<file path="src/rtl/reg_stage_skid_if.sv">
// Handshake bundle for reg_stage_skid: upstream write side, downstream read side, flush.
// master drives inp/in_valid/out_ready/flush; slave (the stage) drives in_ready/out/out_valid.
interface reg_stage_skid_if #(
  parameter int WIDTH = 32
);
  logic [WIDTH-1:0] inp;
  logic             in_valid;
  logic             in_ready;
  logic [WIDTH-1:0] out;
  logic             out_valid;
  logic             out_ready;
  logic             flush;

  modport master (
    output inp, in_valid, out_ready, flush,
    input  in_ready, out, out_valid
  );

  modport slave (
    input  inp, in_valid, out_ready, flush,
    output in_ready, out, out_valid
  );
endinterface

</file>
<file path="src/rtl/reg_stage_skid.sv">
// Elastic two-entry (main + skid) pipeline stage with registered in_ready.
// Ports: clk, rst_n (async active-low), bus (slave: inp/in_valid/in_ready, out/out_valid/out_ready, flush).
module reg_stage_skid #(
  parameter int WIDTH = 32
) (
  input  logic             clk,
  input  logic             rst_n,
  reg_stage_skid_if.slave  bus
);

  typedef enum logic [1:0] {
    S_EMPTY = 2'd0,
    S_ONE   = 2'd1,
    S_FULL  = 2'd2
  } state_t;

  state_t           r_state;
  logic [WIDTH-1:0] r_main;
  logic [WIDTH-1:0] r_skid;
  logic             r_in_ready;
  logic             r_out_valid;

  logic             w_wr;
  logic             w_rd;

  assign w_wr = bus.in_valid & r_in_ready;
  assign w_rd = r_out_valid & bus.out_ready;

  assign bus.in_ready  = r_in_ready;
  assign bus.out_valid = r_out_valid;
  assign bus.out       = r_main;

  // in_ready/out_valid are kept as flops alongside the state so neither
  // output has a combinational path from the consumer side.
  always_ff @(posedge clk or negedge rst_n) begin
    if (!rst_n) begin
      r_state     <= S_EMPTY;
      r_main      <= '0;
      r_skid      <= '0;
      r_in_ready  <= 1'b1;
      r_out_valid <= 1'b0;
    end else if (bus.flush) begin
      // main keeps its value so out holds while out_valid is low
      r_state     <= S_EMPTY;
      r_in_ready  <= 1'b1;
      r_out_valid <= 1'b0;
    end else begin
      unique case (r_state)
        S_EMPTY: begin
          if (w_wr) begin
            r_main      <= bus.inp;
            r_out_valid <= 1'b1;
            r_state     <= S_ONE;
          end
        end
        S_ONE: begin
          if (w_wr && w_rd) begin
            r_main <= bus.inp;
          end else if (w_wr) begin
            r_skid     <= bus.inp;
            r_in_ready <= 1'b0;
            r_state    <= S_FULL;
          end else if (w_rd) begin
            r_out_valid <= 1'b0;
            r_state     <= S_EMPTY;
          end
        end
        S_FULL: begin
          if (w_rd) begin
            r_main     <= r_skid;
            r_in_ready <= 1'b1;
            r_state    <= S_ONE;
          end
        end
        default: begin
          r_state     <= S_EMPTY;
          r_in_ready  <= 1'b1;
          r_out_valid <= 1'b0;
        end
      endcase
    end
  end

endmodule
</file>
<file path="src/flat_wrapper.sv">
// flat-port wrapper written by rule: the top's interface ports become plain ports
module reg_stage_skid_flat 
#(
  parameter int WIDTH = 32
)
  (clk, rst_n, bus_inp, bus_in_valid, bus_out_ready, bus_flush, bus_in_ready, bus_out, bus_out_valid);
  reg_stage_skid_if #(.WIDTH(WIDTH)) bus_i ();
  input  logic clk;
  input  logic rst_n;
  input wire logic [$bits(bus_i.inp)-1:0] bus_inp;
  input wire logic [$bits(bus_i.in_valid)-1:0] bus_in_valid;
  input wire logic [$bits(bus_i.out_ready)-1:0] bus_out_ready;
  input wire logic [$bits(bus_i.flush)-1:0] bus_flush;
  output wire logic [$bits(bus_i.in_ready)-1:0] bus_in_ready;
  output wire logic [$bits(bus_i.out)-1:0] bus_out;
  output wire logic [$bits(bus_i.out_valid)-1:0] bus_out_valid;
  assign bus_i.inp = bus_inp;
  assign bus_i.in_valid = bus_in_valid;
  assign bus_i.out_ready = bus_out_ready;
  assign bus_i.flush = bus_flush;
  assign bus_in_ready = bus_i.in_ready;
  assign bus_out = bus_i.out;
  assign bus_out_valid = bus_i.out_valid;
  reg_stage_skid #(.WIDTH(WIDTH)) u_core (.clk(clk), .rst_n(rst_n), .bus(bus_i));
endmodule
</file>
<file path="config.mk">
export PLATFORM = sky130hd
export DESIGN_NAME = reg_stage_skid_flat
export DESIGN_NICKNAME = d
export VERILOG_FILES = /design/src/rtl/reg_stage_skid_if.sv /design/src/rtl/reg_stage_skid.sv /design/src/flat_wrapper.sv
export SDC_FILE = /design/constraint.sdc
export NUM_CORES = 1
export LEC_CHECK = 0
export CORE_ASPECT_RATIO = 0.6
export CORE_MARGIN = 8
export CORE_UTILIZATION = 43
export CTS_CLUSTER_SIZE = 10
export DETAILED_ROUTE_END_ITERATION = 12
export DONT_BUFFER_PORTS = 1
export PLACE_DENSITY_LB_ADDON = 0.1
export SYNTH_ARGS = -nofsm -noshare
export SYNTH_HDL_FRONTEND = slang
export SYNTH_SLANG_ARGS = --single-unit
</file>
<file path="constraint.sdc">
create_clock -name clk -period 4.27 [get_ports clk]
set_clock_uncertainty 0.15 [all_clocks]
set_input_delay 0.6405 -clock clk [delete_from_list [all_inputs] [get_ports clk]]
set_output_delay 0.6405 -clock clk [all_outputs]
set_load 0.1 [all_outputs]
</file>
==> results of run 1 <==
[per-layer routing]
metal	vias up	GRT usage [%]	routed length, um
li1	724	-	-
met1	838	14.4	2400
met2	49	21.2	2990
met3	11	7.00	634
met4	0	5.14	87
met5	-	0	0
[flip-flops by register name, indices dropped and copies added, names as in the netlist]
signal	count
u_core.bus.out	32
u_core.r_skid	32
u_core.bus.out_valid	1
u_core.r_state	2
u_core.bus.in_ready	1
[Yosys cell counts (all sizes together), types with 2 or more instances]
master  instances
a21oi           2
and3b           2
buf            10
dfrtp          67
inv             2
mux2           96
nand2           2
o21ai           2
[final cells by class]
class                   count  area, um^2
fillers                   548        3290
repair buffers              5        60.1
multi-input cells         116        1230
clock buffers              12         256
inverters                   2        7.51
flip-flops and latches     68        1700
well taps                  87         109
clock inverters             4        47.5
[worst max-delay path by stage]
stage                               to  slack (ns)
floorplan            u_core.bus.out[0]        2.02
global placement    u_core.bus.out[12]        1.57
detailed placement   u_core.bus.out[0]        1.51
CTS                  u_core.bus.out[0]        1.51
global route        u_core.bus.out[22]        1.40
finish               u_core.bus.out[0]        1.53
[what timing repair did]
| action | in CTS | in global routing |
|---|---|---|
| buffers inserted | 0 | 0 |
| endpoints found under the hold margin | 67 | 1 |
| hold buffers | 1 | 1 |
[stage by stage]
stage               hold WS [ns]  utilization, %  worst slack [ns]  cells  cell area [um^2]
floorplan                  0.195               -              2.02    196              3000
global placement           0.197            45.8              1.57    276              3070
detailed placement         0.197            45.8              1.51    276              3070
CTS                     0.000913            50.8              1.51    293              3400
global route              0.0596            50.9              1.40    294              3410
finish                    0.0422            50.9              1.53    294              3410
[worst max-delay path: stages, from the launching register on]
cell	delay (ns)
sky130_fd_sc_hd__dfstp_2	0.88
sky130_fd_sc_hd__and3b_1	0.32
sky130_fd_sc_hd__a32o_2	0.84
sky130_fd_sc_hd__mux2_1	0.41
[cells by family (layout without fill, tap and decap cells)]
kind of cell    Yosys count  count (layout)  share of synthesized area [%]
simple gates              9               9                           1.88
mux                      96              96                           36.0
compound gates           11              11                           2.83
flops                    68              68                           56.7
buf+inv                  12              23                           2.54
==> impl_results.rst, run 1 <==
.. list-table::
   :header-rows: 1

   * - Metric
     - Value
   * - IO buf count
     - 0
   * - Fmax achieved
     - ~360 MHz
   * - DR DRC count
     - 0
   * - Worst Reg2Reg Path Length in Cells
     - 3
   * - Violation count after the first detailed-routing iteration
     - 123
   * - Worst-skew pair later-pin latency
     - ~0.32 ns
   * - Most common library cell in the layout ignoring fill and taps
     - sky130_fd_sc_hd__dfrtp_1
   * - Global-route total usage across every layer
     - between 10% and 20%
   * - Vias in the first global route
     - ~1.8k
   * - Most frequent cells in the layout
     - 67 x sky130_fd_sc_hd__dfrtp_1, 66 x sky130_fd_sc_hd__mux2_2, 30 x sky130_fd_sc_hd__mux2_1
   * - Clock transition time at the flip-flop clock pins of the worst setup and hold paths
     - ~0.060 ns
   * - H-tree depth
     - 3
   * - Slack of the worst reg-to-reg path
     - approximately 1.5 ns
   * - Detailed-routing iteration count for the pre-antenna-repair pass
     - 4
   * - Seq/Total Area, Yosys
     - 56.7%
   * - Setup-failing EPs final
     - 0
   * - Primary FF master, synth
     - sky130_fd_sc_hd__dfrtp_1
   * - Classification of the worst-slack hold path
     - in2async
   * - Number of placement rows
     - 23
   * - Per-instance average area after synthesis
     - roughly 15 um^2
   * - Total Die Area
     - about 10000 um^2
   * - Remaining antenna violation count
     - 0
   * - Data arrival at the endpoint of the critical path
     - between 2 and 3 ns
   * - Proportion of netlist area held by the largest area contributor
     - a little under three fifths
   * - Instance count of the mapped netlist
     - roughly 200
   * - Inserted Clock Buffers
     - 9
   * - Vias per std cell
     - about 5.5
   * - Reported max-cap violation count
     - 0
   * - First element of the critical path
     - u_core.bus.in_ready
   * - Total Wirelength
     - between 6 and 7 mm
   * - Maximum number of pins on one net before global-route repair
     - 68
   * - Chip Height
     - approximately 81 um
   * - Last weighted congestion value of the routability-driven placer
     - about 0.77
   * - Status
     - finished, final reports clean
   * - Sink Count
     - between 60 and 70
   * - Io pins
     - 71
   * - Detailed-route wire length per cell
     - a little over 20 um
   * - # diodes
     - 0
   * - Area leader, netlist
     - sky130_fd_sc_hd__dfrtp_1
   * - Wire length of the first global-routing pass
     - slightly below 10 mm
   * - Count of final hold-check violations
     - 0
   * - Final critical-path required period
     - between 2 and 3 ns
   * - Count of flip-flops with a built-in enable after synthesis
     - 0
   * - HPWL after detailed placement
     - 4.05 mm
   * - CTS tree
     - done
   * - CTS resizes
     - 0
   * - Number of nets in the synthesized netlist
     - 233
   * - Number of warning messages in the yosys log
     - 0
   * - Tightest Pin Transition
     - 0.958 ns
   * - End of the worst register-to-register path
     - u_core.bus.out[0]
   * - Max clock buf depth
     - 2
   * - Data required time of the critical path
     - between 4 and 5 ns
   * - Number of distinct library cell variants in the gate-level netlist after synthesis
     - 23
   * - Layout area overhead
     - 13.7%
   * - Max-slew headroom at the worst pin
     - between 30% and 40%
   * - Die span in x
     - between 100 and 150 um
   * - Nets
     - 239
   * - Setup repair after global routing missed its margin
     - false
   * - Async S/R FF share, synth
     - 100%
   * - Startpoint of the lowest-slack register-to-register path
     - u_core.bus.in_ready
   * - Top area cells in the synthesized netlist
     - sky130_fd_sc_hd__dfrtp_1 56%, sky130_fd_sc_hd__mux2_2 25%, sky130_fd_sc_hd__mux2_1 11%
   * - Number of vias after detailed routing
     - 1,622
   * - Nature of the critical path endpoint
     - flip-flop
   * - Share of final-layout standard cells stronger than drive strength 1
     - 43.0%
   * - Antenna violations before repair
     - 0
   * - Category of the critical setup timing path
     - reg2reg
   * - Global route total overflow
     - 0
   * - Total standard cell area after synthesis
     - ~3000 um^2
   * - Summed negative setup slack over all endpoints
     - 0 ns
   * - Number of register bits inferred by synthesis
     - roughly 70
   * - Total core area
     - around 6700 um^2
   * - Share of the cycle needed by the critical path after routing
     - 64.2%
   * - Starting utilization of the core area
     - ~45%
   * - Root buf cell
     - sky130_fd_sc_hd__clkbuf_16
   * - Critical path fanouts, max
     - 32
   * - Final Slew Violations
     - 0
   * - Crit start category
     - flip-flop
Power of run 1 is not shown: default switching activity piles up to over one toggle a cycle in this logic, so the estimate is an artifact.
==> run 2, diff against run 1 <==
clock period = 2.3 ns   (was 4.27 ns; I/O delays follow)
==> run 2 against run 1 <==
Critical path depth up 2. Wire length increased by 7.0%. Sequential share of layout area is 1.5 points lower. First-iteration DRC count is 3.3% lower.
==> impl_results.rst, run 2 (same netlist as run 1, synthesis figures left out) <==
.. list-table::
   :header-rows: 1

   * - Metric
     - Value
   * - Setup repair bufs after CTS
     - 0
   * - Root buf cell
     - sky130_fd_sc_hd__clkbuf_16
   * - Max clock buf depth
     - 2
   * - Vias in the first global route
     - ~1.8k
   * - Io pins
     - between 70 and 80
   * - Wire length of the first global-routing pass
     - about 10 mm
   * - Nets
     - roughly 250
   * - Worst path top cell family by delay
     - buffers and inverters
   * - IO buf count
     - 0
   * - Global-route total usage across every layer
     - between 10% and 20%
   * - Critical path fanouts, max
     - 20
   * - Worst-skew pair later-pin latency
     - 0.33 ns
   * - Max-slew headroom at the worst pin
     - 38.0%
   * - Final critical-path required period
     - a little over 2 ns
   * - Last weighted congestion value of the routability-driven placer
     - 0.762
   * - Number of vias after detailed routing
     - around 1.7k
   * - # diodes
     - 0
   * - Reported max-cap violation count
     - 0
   * - Classification of the worst-slack hold path
     - in2reg
   * - Inserted Clock Buffers
     - 9
   * - Chip Height
     - around 81 um
   * - Category of the critical setup timing path
     - reg2reg
   * - Status
     - finished, final reports clean
   * - Share of the cycle needed by the critical path after routing
     - approximately 88%
   * - Remaining antenna violation count
     - 0
   * - CP cell instances
     - nor2b_4 -> buf_4 -> a32o_2 -> buf_4 -> mux2_2
   * - CTS tree
     - done
   * - Maximum number of pins on one net before global-route repair
     - 69
   * - Fmax achieved
     - 497 MHz
   * - Detailed-routing iteration count for the pre-antenna-repair pass
     - 4
   * - Setup-failing EPs final
     - 0
   * - Layout area overhead
     - 17.3%
   * - Tightest Pin Transition
     - 0.930 ns
   * - Most common library cell in the layout ignoring fill and taps
     - sky130_fd_sc_hd__dfrtp_1
   * - Starting utilization of the core area
     - around 45%
   * - Clock transition time at the flip-flop clock pins of the worst setup and hold paths
     - ~0.05 ns
   * - Setup repair after global routing missed its margin
     - false
   * - Total Wirelength
     - around 6.5 mm
   * - DR DRC count
     - 0
   * - Critical Path Most Common Cell
     - sky130_fd_sc_hd__buf_4
   * - Slowest Stage Delay on Critical Path
     - about 0.44 ns
   * - Nature of the critical path endpoint
     - flip-flop
   * - Share of final-layout standard cells stronger than drive strength 1
     - between 40% and 50%
   * - Total Die Area
     - between 9000 and 10,000 um^2
   * - Die span in x
     - 124 um
   * - HPWL after detailed placement
     - approximately 4.4 mm
   * - Violation count after the first detailed-routing iteration
     - 119
   * - Crit start category
     - flip-flop
   * - Data required time of the critical path
     - about 2.4 ns
   * - Number of placement rows
     - 23
   * - CTS resizes
     - 0
   * - Count of hold-fix buffers inserted at cts
     - 4
   * - Count of final hold-check violations
     - 0
   * - Highest-delay cell along the critical path
     - sky130_fd_sc_hd__dfrtp_1
   * - Antenna violations before repair
     - 0
   * - Final Slew Violations
     - 0
   * - Summed negative setup slack over all endpoints
     - 0 ns
   * - H-tree depth
     - 3
   * - Buf+Inv Stages, Crit Path
     - 2
   * - Sink Count
     - around 70
   * - Detailed-route wire length per cell
     - approximately 21 um
   * - Global route total overflow
     - 0
   * - Data arrival at the endpoint of the critical path
     - approximately 2.1 ns
   * - Total core area
     - between 6000 and 7000 um^2
   * - Vias per std cell
     - about 5.5
   * - Most frequent cells in the layout
     - 67 x sky130_fd_sc_hd__dfrtp_1, 66 x sky130_fd_sc_hd__mux2_2, 30 x sky130_fd_sc_hd__mux2_1
==> run 2: final cells by class <==
class                      count  area (um^2)
fill                         545         3190
sequential                    68         1700
multi-input combinational    116         1230
clock buffer                  11          253
timing repair buffer          17          168
tap                           87          109
clock inverter                 5         50.0
inverter                       2         7.51
==> run 2: worst paths after layout <==
path | from | to | slack [ns] | cells after the start
setup reg to reg | u_core.r_state[1] | u_core.bus.out[12] | 0.29 | 5
setup / recovery | u_core.r_state[1] | u_core.bus.out[12] | 0.29 | 5
hold / removal | bus_inp[27] | u_core.r_skid[27] | 0.01 | 1
min in group asynchronous | rst_n | u_core.bus.out[12] | 0.42 | 2
max in group asynchronous | rst_n | u_core.bus.in_ready | 1.26 | 2
hold reg to reg | u_core.r_skid[3] | u_core.r_skid[3] | 0.35 | 1
==> run 2: stage by stage <==
stage | utilization, % | cells | setup WS (ns) | instance area, um^2 | hold slack [ns]
after global routing | 52.5 | 306 | 0.190 | 3520 | 0.00128
after CTS | 51.7 | 301 | 0.274 | 3470 | 0.000604
final | 52.5 | 306 | 0.287 | 3520 | 0.0128
after floorplan | - | 196 | 0.0469 | 3000 | -0.101
after global placement | 46.4 | 281 | 0.389 | 3110 | -0.0990
after detailed placement | 46.4 | 281 | 0.282 | 3110 | -0.0991
==> run 2: routing by layer <==
layer / GRT usage (%) / wire [um] / part of all wire, % / vias up
met1: 15.8 / 2740 / 42 / 869
met3: 9.17 / 761 / 12 / 10
met2: 20.5 / 2950 / 45 / 64
li1: - / - / - / 745
met4: 5.26 / 89 / 1.4 / 0
met5: 0 / 0 / 0 / -
Power of run 2 is left out for the same reason.
==> run 3, diff against run 2 <==
clock period = 2.41 ns   (was 2.3 ns; I/O delays follow)
==> run 3 against run 2 <==
Sequential share of layout area increased by 1.2 points. Setup slack improved by 0.14 ns. Global-route usage decreased by 0.32 points. Hold slack improved by 0.021 ns. Highest routed layer unchanged. First-iteration DRC count increased by 42%. Register-to-register slack improved by 0.14 ns. Sequential cell count unchanged. Critical endpoint is now u_core.bus.out[11]. Cell count decreased by 2.0%. Via count decreased by 1.7%. Wire length decreased by 4.2%. Clock-buffer cell count increased by 2.
==> impl_results.rst, run 3 (same netlist as run 1, synthesis figures left out) <==
.. list-table::
   :header-rows: 1

   * - Metric
     - Value
   * - Final Slew Violations
     - 0
   * - Summed negative setup slack over all endpoints
     - 0 ns
   * - Detailed-route wire length per cell
     - about 21 um
   * - Global-route total usage across every layer
     - a little over an eighth
   * - CTS tree
     - done
   * - Most frequent cells in the layout
     - 67 x sky130_fd_sc_hd__dfrtp_1, 66 x sky130_fd_sc_hd__mux2_2, 30 x sky130_fd_sc_hd__mux2_1
   * - Status
     - finished, final reports clean
   * - Global route total overflow
     - 0
   * - Max-slew headroom at the worst pin
     - a little under 40%
   * - H-tree depth
     - 3
   * - Remaining antenna violation count
     - 0
   * - Crit start category
     - flip-flop
   * - Share of the cycle needed by the critical path after routing
     - between 80% and 90%
   * - Total Wirelength
     - about 6.3 mm
   * - Count of final hold-check violations
     - 0
   * - Number of vias after detailed routing
     - ~1.7k
   * - Last weighted congestion value of the routability-driven placer
     - around 0.77
   * - HPWL after detailed placement
     - 4.36 mm
   * - Critical path fanouts, max
     - 18
   * - Maximum number of pins on one net before global-route repair
     - just under 70
   * - Placed standard-cell area
     - about 3100 um^2
   * - Wire length of the first global-routing pass
     - approximately 10 mm
   * - # diodes
     - 0
   * - Number of placement rows
     - 23
   * - Data arrival at the endpoint of the critical path
     - between 2 and 2.5 ns
   * - Clock transition time at the flip-flop clock pins of the worst setup and hold paths
     - 0.06 ns
   * - Starting utilization of the core area
     - 44.8%
   * - Setup-failing EPs final
     - 0
   * - Hold slack
     - approximately 0.034 ns
   * - Fmax achieved
     - ~500 MHz
   * - Total Die Area
     - around 10000 um^2
   * - Violation count after the first detailed-routing iteration
     - roughly 170
   * - Setup WS pre-CTS
     - roughly 0.47 ns
   * - IO buf count
     - 0
   * - Data required time of the critical path
     - 2.47 ns
   * - Inserted Clock Buffers
     - 9
   * - Io pins
     - 71
   * - Detailed-routing iteration count for the pre-antenna-repair pass
     - 4
   * - Tightest Pin Transition
     - roughly 0.92 ns
   * - Layout area overhead
     - 14.5%
   * - Post-layout worst setup margin
     - approximately 0.43 ns
   * - Final instance area
     - 3440 um^2
   * - Total core area
     - about 6700 um^2
   * - Setup repair after global routing missed its margin
     - false
   * - Die span in x
     - approximately 120 um
   * - Chip Height
     - around 80 um
   * - Setup repair bufs after CTS
     - 0
   * - DR DRC count
     - 0
   * - Sink Count
     - 68
   * - Max clock buf depth
     - 2
   * - Most common library cell in the layout ignoring fill and taps
     - sky130_fd_sc_hd__dfrtp_1
   * - Antenna violations before repair
     - 0
   * - Vias in the first global route
     - approximately 1.8k
   * - Share of final-layout standard cells stronger than drive strength 1
     - a little over two fifths
   * - Worst-skew pair later-pin latency
     - 0.33 ns
   * - Reported max-cap violation count
     - 0
   * - Final critical-path required period
     - between 1.5 and 2 ns
   * - Root buf cell
     - sky130_fd_sc_hd__clkbuf_16
   * - Vias per std cell
     - between 5 and 6
   * - Nature of the critical path endpoint
     - flip-flop
   * - Nets
     - approximately 250
   * - Category of the critical setup timing path
     - reg2reg
   * - Classification of the worst-slack hold path
     - in2reg
run 3: cell count changes in the layout (fill, tap and decap cells not counted), sizes merged:
cell | previous run | this run
dlygate4sd3 | 8 | 3
clkbuf | 11 | 13
clkinv | 4 | 2
bufinv | 1 | 0
run 3: final timing paths:
check                      slack (ns)         startpoint             endpoint  depth (start not counted)
hold / removal                   0.03         bus_inp[9]     u_core.r_skid[9]                          1
hold reg to reg                  0.35  u_core.r_skid[16]    u_core.r_skid[16]                          1
setup / recovery                 0.43  u_core.r_state[1]   u_core.bus.out[11]                          5
min in group asynchronous        0.42              rst_n    u_core.bus.out[6]                          2
max in group asynchronous        1.35              rst_n  u_core.bus.in_ready                          2
setup reg to reg                 0.43  u_core.r_state[1]   u_core.bus.out[11]                          5
run 3: repair_timing:
action                    4_1_cts  5_1_grt
hold endpoints to repair       70        0
hold buffers                    4        0
gates resized for setup         0        0
run 3: cell type report:
cell class | count | area (um^2)
fill | 567 | 3270
sequential | 68 | 1700
multi-input combinational | 116 | 1230
clock buffer | 13 | 260
timing repair buffer | 12 | 118
tap | 87 | 109
clock inverter | 2 | 10.0
inverter | 2 | 7.51
run 3: metal layers:
| metal | global-route usage, % | share of wire [%] | routed length, um | vias to the layer above |
|---|---|---|---|---|
| met4 | 5.50 | 1.6 | 99 | 0 |
| li1 | - | - | - | 735 |
| met2 | 21.6 | 48 | 2980 | 48 |
| met3 | 8.54 | 11 | 684 | 11 |
| met1 | 14.3 | 40 | 2490 | 866 |
| met5 | 0 | 0 | 0 | - |
run 3: stage by stage:
step / cells / util (%)
after floorplan: 196 / -
after global placement: 281 / 46.4
after detailed placement: 281 / 46.4
after CTS: 300 / 51.3
after global routing: 300 / 51.3
final: 300 / 51.3
run 3: worst max-delay path, cell delays in order, from the launching register on:
cell and delay, ns:
sky130_fd_sc_hd__dfrtp_1 0.45, sky130_fd_sc_hd__nor2b_4 0.20, sky130_fd_sc_hd__buf_4 0.24, sky130_fd_sc_hd__a32o_2 0.17, sky130_fd_sc_hd__buf_4 0.27, sky130_fd_sc_hd__mux2_2 0.37
Power of run 3 is left out for the same reason.
